## config.mk

```make
export PLATFORM = sky130hd
export DESIGN_NAME = lsu
export DESIGN_NICKNAME = d
export VERILOG_FILES = /design/src/rtl/rv_pkg.sv /design/src/rtl/lsu_align.sv /design/src/rtl/lsu.sv
export SDC_FILE = /design/constraint.sdc
export NUM_CORES = 1
export LEC_CHECK = 0
export BUFFER_PORTS_ARGS = -buffer_cell sky130_fd_sc_hd__buf_2
export CAP_MARGIN = 15
export CORE_MARGIN = 1.5
export CORE_UTILIZATION = 57
export DETAILED_ROUTE_END_ITERATION = 8
export PLACE_DENSITY = 0.94
export SYNTH_ARGS = -nofsm -noshare
export SYNTH_HDL_FRONTEND = slang
export SYNTH_HIERARCHICAL = 1
export SYNTH_SLANG_ARGS = --single-unit
```

## constraint.sdc

```tcl
create_clock -name clk -period 8.2 [get_ports clk]
set_input_delay 0.41 -clock clk [delete_from_list [all_inputs] [get_ports clk]]
set_output_delay 0.41 -clock clk [all_outputs]
set_load 0.03 [all_outputs]
```

## src/rtl/rv_pkg.sv

```systemverilog
// Shared RV64 encodings used by the load/store path: access sizes and LSU FSM states.
package rv_pkg;

   typedef enum logic [2:0] {
      LS_B   = 3'b000,
      LS_H   = 3'b001,
      LS_W   = 3'b010,
      LS_D   = 3'b011,
      LS_BU  = 3'b100,
      LS_HU  = 3'b101,
      LS_WU  = 3'b110,
      LS_ILL = 3'b111
   } ls_size_e;

   typedef enum logic [1:0] {
      ST_IDLE = 2'b00,
      ST_REQ  = 2'b01,
      ST_WAIT = 2'b10,
      ST_DONE = 2'b11
   } lsu_state_e;

endpackage

```

## src/rtl/lsu_align.sv

```systemverilog
// Combinational lane steering for the LSU: byte enables, store-data shift,
// access legality, and load-data extraction with sign/zero extension.
module lsu_align
   import rv_pkg::*;
(
   input  logic [2:0]  addr_lo,
   input  logic [2:0]  funct3,
   input  logic        wen,
   input  logic [63:0] wdata,
   input  logic [63:0] resp_rdata,
   output logic [7:0]  wmask,
   output logic [63:0] wdata_sh,
   output logic        err,
   output logic [63:0] rdata_ext
);

   logic [5:0]  sh;
   logic [63:0] rsh;
   logic [7:0]  size_mask;
   logic        misalign;

   assign sh       = {addr_lo, 3'b000};
   assign rsh      = resp_rdata >> sh;
   assign wdata_sh = wdata << sh;

   always_comb begin
      size_mask = 8'h01;
      misalign  = 1'b0;
      case (funct3[1:0])
         2'b00: begin size_mask = 8'h01; misalign = 1'b0;          end
         2'b01: begin size_mask = 8'h03; misalign = addr_lo[0];    end
         2'b10: begin size_mask = 8'h0F; misalign = |addr_lo[1:0]; end
         default: begin size_mask = 8'hFF; misalign = |addr_lo;    end
      endcase
   end

   assign wmask = size_mask << addr_lo;
   // Unsigned widths only exist for loads, so stores with funct3[2] set are illegal.
   assign err   = misalign | (funct3 == LS_ILL) | (wen & funct3[2]);

   always_comb begin
      rdata_ext = '0;
      case (funct3)
         LS_B:    rdata_ext = {{56{rsh[7]}},  rsh[7:0]};
         LS_H:    rdata_ext = {{48{rsh[15]}}, rsh[15:0]};
         LS_W:    rdata_ext = {{32{rsh[31]}}, rsh[31:0]};
         LS_D:    rdata_ext = rsh;
         LS_BU:   rdata_ext = {56'd0, rsh[7:0]};
         LS_HU:   rdata_ext = {48'd0, rsh[15:0]};
         LS_WU:   rdata_ext = {32'd0, rsh[31:0]};
         default: rdata_ext = '0;
      endcase
   end

endmodule

```

## src/rtl/lsu.sv

```systemverilog
// Load/store unit: accepts one core memory op, issues one aligned masked bus
// request, waits for the response and returns extended data with a done pulse.
module lsu
   import rv_pkg::*;
#(
   parameter int unsigned TIMEOUT = 255
)(
   input  logic        clk,
   input  logic        rst,
   input  logic        lsu_valid,
   output logic        lsu_ready,
   input  logic        lsu_wen,
   input  logic [2:0]  lsu_funct3,
   input  logic [63:0] lsu_addr,
   input  logic [63:0] lsu_wdata,
   output logic        lsu_done,
   output logic [63:0] lsu_rdata,
   output logic        lsu_err,
   output logic        mem_req_valid,
   input  logic        mem_req_ready,
   output logic        mem_req_wen,
   output logic [63:0] mem_req_addr,
   output logic [63:0] mem_req_wdata,
   output logic [7:0]  mem_req_wmask,
   input  logic        mem_resp_valid,
   input  logic [63:0] mem_resp_rdata
);

   lsu_state_e  state, state_nxt;
   logic [7:0]  cnt;
   logic        wen_q, err_q;
   logic [2:0]  f3_q;
   logic [63:0] addr_q, wdata_q, rdata_q;

   logic        idle, cnt_last, accept, finish_ok, finish_err;
   logic        op_wen;
   logic [2:0]  op_f3;
   logic [2:0]  op_addr_lo;
   logic [63:0] op_wdata;
   logic [7:0]  a_wmask;
   logic [63:0] a_wdata, a_rdata;
   logic        a_err;

   assign idle     = (state == ST_IDLE);
   assign cnt_last = (cnt == 8'(TIMEOUT - 1));

   // Legality is judged on the live inputs while idle, on the latched op afterwards.
   assign op_wen     = idle ? lsu_wen         : wen_q;
   assign op_f3      = idle ? lsu_funct3      : f3_q;
   assign op_addr_lo = idle ? lsu_addr[2:0]   : addr_q[2:0];
   assign op_wdata   = idle ? lsu_wdata       : wdata_q;

   lsu_align u_align (
      .addr_lo    (op_addr_lo),
      .funct3     (op_f3),
      .wen        (op_wen),
      .wdata      (op_wdata),
      .resp_rdata (mem_resp_rdata),
      .wmask      (a_wmask),
      .wdata_sh   (a_wdata),
      .err        (a_err),
      .rdata_ext  (a_rdata)
   );

   always_comb begin
      state_nxt  = state;
      accept     = 1'b0;
      finish_ok  = 1'b0;
      finish_err = 1'b0;
      case (state)
         ST_IDLE: if (lsu_valid) begin
            accept = 1'b1;
            if (a_err) begin
               state_nxt  = ST_DONE;
               finish_err = 1'b1;
            end else begin
               state_nxt = ST_REQ;
            end
         end
         // Timeout wins in REQ: a handshake on the last budget cycle would leave no room for the response.
         ST_REQ: if (cnt_last) begin
            state_nxt  = ST_DONE;
            finish_err = 1'b1;
         end else if (mem_req_ready) begin
            state_nxt = ST_WAIT;
         end
         ST_WAIT: if (mem_resp_valid) begin
            state_nxt = ST_DONE;
            finish_ok = 1'b1;
         end else if (cnt_last) begin
            state_nxt  = ST_DONE;
            finish_err = 1'b1;
         end
         default: state_nxt = ST_IDLE;
      endcase
   end

   always_ff @(posedge clk) begin
      if (rst) begin
         state   <= ST_IDLE;
         cnt     <= '0;
         wen_q   <= 1'b0;
         f3_q    <= '0;
         addr_q  <= '0;
         wdata_q <= '0;
         rdata_q <= '0;
         err_q   <= 1'b0;
      end else begin
         state <= state_nxt;
         if (accept) begin
            wen_q   <= lsu_wen;
            f3_q    <= lsu_funct3;
            addr_q  <= lsu_addr;
            wdata_q <= lsu_wdata;
         end
         if (idle)
            cnt <= '0;
         else if (state == ST_REQ || state == ST_WAIT)
            cnt <= cnt + 8'd1;
         if (finish_ok) begin
            rdata_q <= wen_q ? '0 : a_rdata;
            err_q   <= 1'b0;
         end else if (finish_err) begin
            rdata_q <= '0;
            err_q   <= 1'b1;
         end
      end
   end

   assign lsu_ready     = ~rst & idle;
   assign lsu_done      = ~rst & (state == ST_DONE);
   assign lsu_rdata     = lsu_done ? rdata_q : '0;
   assign lsu_err       = lsu_done & err_q;
   assign mem_req_valid = ~rst & (state == ST_REQ);
   assign mem_req_wen   = mem_req_valid & wen_q;
   assign mem_req_addr  = mem_req_valid ? {addr_q[63:3], 3'b000} : '0;
   assign mem_req_wdata = (mem_req_valid & wen_q) ? a_wdata : '0;
   assign mem_req_wmask = (mem_req_valid & wen_q) ? a_wmask : '0;

endmodule
```

; Word level (Yosys, flattened, before mapping)
; Cells that the tools add are included.
[word_totals]
out_inout_bits = 205
input_bits = 201
wordCells = 77
regBits = 207
[op_classes]
muxes = 30
n_shift = 3
add_sub_neg = 1
bitwise = 9
reduce_logical = 10
n_eq_ne = 16
[op_table]
columns = operator, count
row1 = 2-to-1 mux 64 bit, 7
row2 = one-hot mux 64 bit (7 select lines), 1
row3 = << shifter 64 x 6 -> 64 bit, 1
row4 = >> shifter 64 x 6 -> 64 bit, 1
row5 = one-hot mux 8 bit (3 select lines), 1
row6 = "equality test 3 bit, second input constant", 4
row7 = 2-to-1 mux 2 bit, 6
row8 = 2-to-1 mux 1 bit, 9
row9 = "adder 8 x 1 -> 8 bit, second input constant", 1
row10 = "equality test 8 bit, second input constant", 1
row11 = 2-to-1 mux 8 bit, 1
row12 = << shifter 8 x 3 -> 8 bit, 1
row13 = bitwise AND 1 bit, 6
row14 = "equality test 2 bit, second input constant", 3
row15 = "equality test 3 x 2 -> 1 bit, second input constant", 2
row16 = 2-to-1 mux 3 bit, 2
row17 = "!= test 3 bit, second input constant", 2
row18 = one-hot mux 1 bit (3 select lines), 2
row19 = one-hot mux 2 bit (3 select lines), 1
row20 = OR reduction 2 bit, 3
row21 = "equality test 2 x 1 -> 1 bit, second input constant", 2
row22 = logical NOT 2 bit, 2
row23 = "equality test 3 x 1 -> 1 bit, second input constant", 1
row24 = logical NOT 3 bit, 1
row25 = other kinds (7), 8

; Longest topological paths before layout
[logic_depth]
word_depth = 11
mapped_depth = 16
ltp_nobuf = 9

; Hierarchy
; Netlist, hierarchy kept.
[by_module_without_submodules]
columns = mod, cells_each, seq_area_each_um2, n_inst, area_per_inst_um2
row1 = lsu, 1103, 4144.0, 1, 9286.4
row2 = lsu_align, 592, 0.0, 1, 4175.3

; Worst setup path before layout
; OpenSTA, ideal clock, no wires.
[synth_path]
kind = reg2out
start = register state[0]
end = output port mem_req_wdata[10]
required_ns = 7.790
arrival_ns = 2.854
setup_slack_ns = 4.936
n_path_buf = 6
path_stages_with_launch = 13
cell_sequence = dfxtp_1 -> inv_1 -> ha_1 -> buf_1 -> mux2_2 -> buf_6 -> buf_6 -> buf_2 -> buf_2 -> or2_2 -> buf_2 -> nor2_1 -> and3_1
[synth_between]
elab_chain_len = 4
word_cells_on_any_way = 8
cone_classes = eq/ne (1) / shift (1) / mux (3) / bitwise (2) / reduce/logical (1)
[synth_lines]
columns = element, line_no
row1 = "start, declared", lsu.sv:29  ; lsu_state_e state, state_nxt;
row2 = "start signal, assigned", lsu.sv:109  ; state <= state_nxt;
row3 = logical NOT 2 bit, lsu.sv:44  ; assign idle = (state == ST_IDLE);
row4 = 2-to-1 mux 3 bit, lsu.sv:50  ; assign op_addr_lo = idle ? lsu_addr[2:0] : addr_q[2:0];
row5 = named net op_addr_lo[1], lsu.sv:38  ; logic [2:0] op_addr_lo;
row6 = << shifter 64 x 6 -> 64 bit, lsu_align.sv:24  ; assign wdata_sh = wdata << sh;
row7 = named net a_wdata[10], lsu.sv:41  ; logic [63:0] a_wdata, a_rdata;
row8 = 2-to-1 mux 64 bit, lsu.sv:137  ; assign mem_req_wdata = (mem_req_valid & wen_q) ? a_wdata : '0;
row9 = "end, declared", lsu.sv:23  ; output logic [63:0] mem_req_wdata,
; The timed path passes the listed nets, and every way through them passes these cells.

; Worst setup path after layout
[layout_path]
start = register state[0]
end = register rdata_q[53]
[layout_between]
word_cells_on_any_way = 32
cone_classes = eq/ne (11) / shift (1) / mux (11) / bitwise (3) / reduce/logical (6)
[layout_rtl]
columns = element, line_no
row1 = logical NOT 2 bit, lsu.sv:44
row2 = 2-to-1 mux 3 bit, lsu.sv:50
row3 = named net op_addr_lo[0], lsu.sv:38
row4 = >> shifter 64 x 6 -> 64 bit, lsu_align.sv:23  ; assign rsh = resp_rdata >> sh;
row5 = one-hot mux 64 bit (7 select lines), lsu_align.sv:43  ; case (funct3)
row6 = named net a_rdata[53], lsu.sv:41
row7 = 2-to-1 mux 64 bit, lsu.sv:121  ; rdata_q <= wen_q ? '0 : a_rdata;
row8 = 2-to-1 mux 64 bit, lsu.sv:120  ; if (finish_ok) begin
row9 = "end signal, assigned", lsu.sv:121
row10 = "end, declared", lsu.sv:33  ; logic [63:0] addr_q, wdata_q, rdata_q;
; The timed path passes the listed nets, and every way through them passes these cells.
; A chain may end at the register's enable or synchronous reset.

==> metrics <==
synthesized area divided by synthesized cell count=slightly below 8 um^2; via count of the first global-routing pass=approximately 13k; combinational share of power=50.9%; Largest delay share family, worst path=simple AND/OR/NAND/NOR gates; utilization after layout=between 60% and 70%; endpoint of the worst-slack reg-to-reg timing path=rdata_q[53]; leakage dissipation=7.54 nW; slowest CP cell=sky130_fd_sc_hd__nor2b_1; clock edge transition at the registers on the reported setup and hold paths=60 ps; kind of start point of the critical path=register; post-synthesis cell count=1695; setup repair bufs after CTS=0; starting density of the core=between 50 and 60%; count of synthesis-stage warnings from yosys=6; buffer and inverter count on the worst path=2; clock sink total=207; flops & latches, synth=around 210; CP Capture Point=rdata_q[53]; non-filler instance count after layout=2314; routed wire length=between 40 and 50 mm; cell at the root of the clock tree=sky130_fd_sc_hd__clkbuf_16; count of flip-flops with a built-in enable after synthesis=0; Clock Path Buffers=3; critical path endpoint category=register; vias after detailed routing=around 14k; status=completed; Final Critical Period=5280 ps; TNS Setup=0 ps; total of endpoints with negative setup slack in the final report=0; Hold Violations, Final=0; most common cell after layout, fill and taps aside=sky130_fd_sc_hd__buf_2; count of hold buffers inserted by post-cts repair=0; Synth-to-Final Area Change=19.4%; maximum vdd drop=around 0.19 mV; post-synthesis cell type count=60; Setup Slack @ Placement=slightly above 3000 ps; Highest Clock Rate=roughly 0.19 GHz; largest cells by area after synthesis=sky130_fd_sc_hd__dfxtp_1 31%, sky130_fd_sc_hd__nand2_1 10%, sky130_fd_sc_hd__mux2_2 7.9%, sky130_fd_sc_hd__mux2i_1 7.4%, sky130_fd_sc_hd__and2_1 6.4%; CP Max Fanout=95; period utilization=roughly 64%; die area=between 20000 and 25000 um^2; Yosys top cell by area=sky130_fd_sc_hd__dfxtp_1; leading register cell type out of synthesis=sky130_fd_sc_hd__dfxtp_1; TritonCTS clock tree=built; core area=roughly 23000 um^2; Internal=between 0.002 and 0.003 W; number of input and output port buffers inserted=between 400 and 500; sequential cell area fraction in the yosys report=~31%; power per unit of standard cell area=around 300 nW/um^2; worst r2r src=state[0]; global route overflow=0; share of final-layout standard cells stronger than drive strength 1=roughly 30%; Async S/R FF share, synth=0%; data required time of the critical path=approximately 8600 ps; cells on worst reg2reg path=10; clk_skew=21.2 ps; share of the synthesized area in the top cell type=between 30% and 40%; antenna violations before repair=5; GRT Total Usage=between 30% and 40%; ordered cell list for the critical path=inv_1 -> ha_4 -> buf_4 -> mux2_8 -> nor2b_1 -> nand2_1 -> and4_4 -> nor3_4 -> o21ai_0 -> a22o_1; worst-skew pair later-pin latency=530 ps; proportion of power drawn by the clock network=23.1%; first-pass iteration count of the detailed router=6; count of placed standard cells including taps=roughly 2.3k; DRC=0; number of max-cap violations=0; sw frac=between 40% and 50%; measured slew at the worst slew-check pin=~1200 ps; switching power=0.00208 W; post-synthesis instance area=13500 um^2; HP Class=input port to register; Gates resized, CTS repair=0; dpl hpwl=~32 mm; arrival time worst endpoint=between 5000 and 6000 ps; number of H-tree levels=1; post-detailed-route count of antenna-violating nets=0; most used cells in the layout excluding fill and tap cells=401 x sky130_fd_sc_hd__buf_2, 364 x sky130_fd_sc_hd__nand2_1, 206 x sky130_fd_sc_hd__dfxtp_1; worst reg2reg setup slack=between 2000 and 3000 ps; first-pass GRT wire length=around 70 mm; die extent in y=around 160 um; DR iter-0 viols=between 1.5k and 2k; Flop pwr share=26.0%; critical path start-end classification=register to register; pin count of the biggest net entering global routing=around 140; via count normalized by instance count=~6; number of buffers added by the clock tree synthesis step=24; Pins Over Slew Limit=0; Avg WL per Cell=about 20 um; die width=around 160 um; Critical Path Source=state[0]; cell row count=between 50 and 60; slew margin rel.=between 20% and 30%; smallest setup slack after layout=around 3000 ps; unrepaired setup endpoints after global routing=no; Largest stage delay, worst path=approximately 940 ps; Placer Congestion=1.03; layout net count=around 2.2k; critical path depth=10; IO Pins=approximately 400
-- per-stage QoR --
stage          hold slack, ps  instance area, um^2  total power [W]
6_report                  114                16100          0.00490
5_1_grt                   105                16100          0.00515
4_1_cts                   103                16100          0.00483
3_5_place_dp              442                15200          0.00369
3_3_place_gp              437                15200          0.00363
2_1_floorplan             432                13500          0.00319
-- worst min-delay path by stage --
stage | from | endpoint | cells past startpoint
final | lsu_addr[28] | addr_q[28] | 3
after global routing | lsu_addr[55] | addr_q[55] | 3
after CTS | lsu_addr[18] | addr_q[18] | 3
after detailed placement | addr_q[22] | addr_q[22] | 2
after global placement | addr_q[53] | addr_q[53] | 2
after floorplan | addr_q[10] | addr_q[10] | 2
-- routing by layer --
| metal | wire, um | GRT usage (%) | vias to the layer above |
|---|---|---|---|
| li1 | - | - | 6435 |
| met1 | 17100 | 43.0 | 6604 |
| met2 | 21700 | 60.0 | 912 |
| met3 | 4820 | 7.81 | 164 |
| met4 | 2640 | 20.0 | 2 |
| met5 | 13 | 0 | - |
-- power by group through the flow --
| stage | registers, W | clock network, W | logic [W] |
|---|---|---|---|
| after floorplan | 0.00124 | 0 | 0.00194 |
| after global placement | 0.00128 | 0 | 0.00235 |
| after detailed placement | 0.00129 | 0 | 0.00241 |
| after CTS | 0.00127 | 0.00114 | 0.00242 |
| after global routing | 0.00129 | 0.00118 | 0.00268 |
| final | 0.00127 | 0.00113 | 0.00249 |
-- cells in the mapped netlist, types with 6 or more instances --
library cell / count
sky130_fd_sc_hd__nand2_1: 365
sky130_fd_sc_hd__dfxtp_1: 207
sky130_fd_sc_hd__a21oi_1: 170
sky130_fd_sc_hd__and2_1: 138
sky130_fd_sc_hd__mux2i_1: 100
sky130_fd_sc_hd__mux2_2: 95
sky130_fd_sc_hd__clkbuf_1: 79
sky130_fd_sc_hd__nor2_1: 77
sky130_fd_sc_hd__and3_1: 73
sky130_fd_sc_hd__a22o_1: 64
sky130_fd_sc_hd__o21ai_0: 64
sky130_fd_sc_hd__buf_2: 46
sky130_fd_sc_hd__mux4_2: 28
sky130_fd_sc_hd__nor2b_1: 22
sky130_fd_sc_hd__o22ai_1: 18
sky130_fd_sc_hd__a211oi_1: 15
sky130_fd_sc_hd__buf_1: 13
sky130_fd_sc_hd__buf_6: 13
sky130_fd_sc_hd__a22oi_1: 10
sky130_fd_sc_hd__buf_4: 9
sky130_fd_sc_hd__a31oi_1: 8
sky130_fd_sc_hd__ha_1: 6
sky130_fd_sc_hd__nand3b_1: 6
-- worst min-delay path, stage by stage --
cell and delay, ps:
sky130_fd_sc_hd__buf_2 90, sky130_fd_sc_hd__nand2_1 40, sky130_fd_sc_hd__a21oi_1 50
-- logic make-up (layout without fill, tap and decap cells) --
| family | count (synthesis) | in the layout | share of synthesized area (%) |
|---|---|---|---|
| compound gates | 373 | 373 | 16.9 |
| xor+xnor | 5 | 5 | 0.325 |
| fa+ha+maj | 6 | 6 | 0.558 |
| buf+inv | 168 | 462 | 6.11 |
| flops | 207 | 207 | 30.8 |
| mux | 224 | 224 | 20.2 |
| other cells | 1 | 7 | 0.0279 |
| simple gates | 711 | 711 | 25.1 |
-- state kept, by name, summed over array words and instances, names as in the netlist --
signal,count
rdata_q,64
f3_q,3
cnt,8
state,2
addr_q,64
wdata_q,64
err_q,1
wen_q,1
-- layout make-up --
type | count | area, um^2
Clock inverter | 9 | 163
Tap cell | 319 | 399
Antenna cell | 4 | 10.0
Multi-Input combinational cell | 1322 | 8570
Clock buffer | 33 | 664
Inverter | 6 | 22.5
Fill cell | 1832 | 7250
Sequential cell | 207 | 4150
Timing Repair Buffer | 414 | 2100
Note: power is estimated with default switching activity, not from simulation.
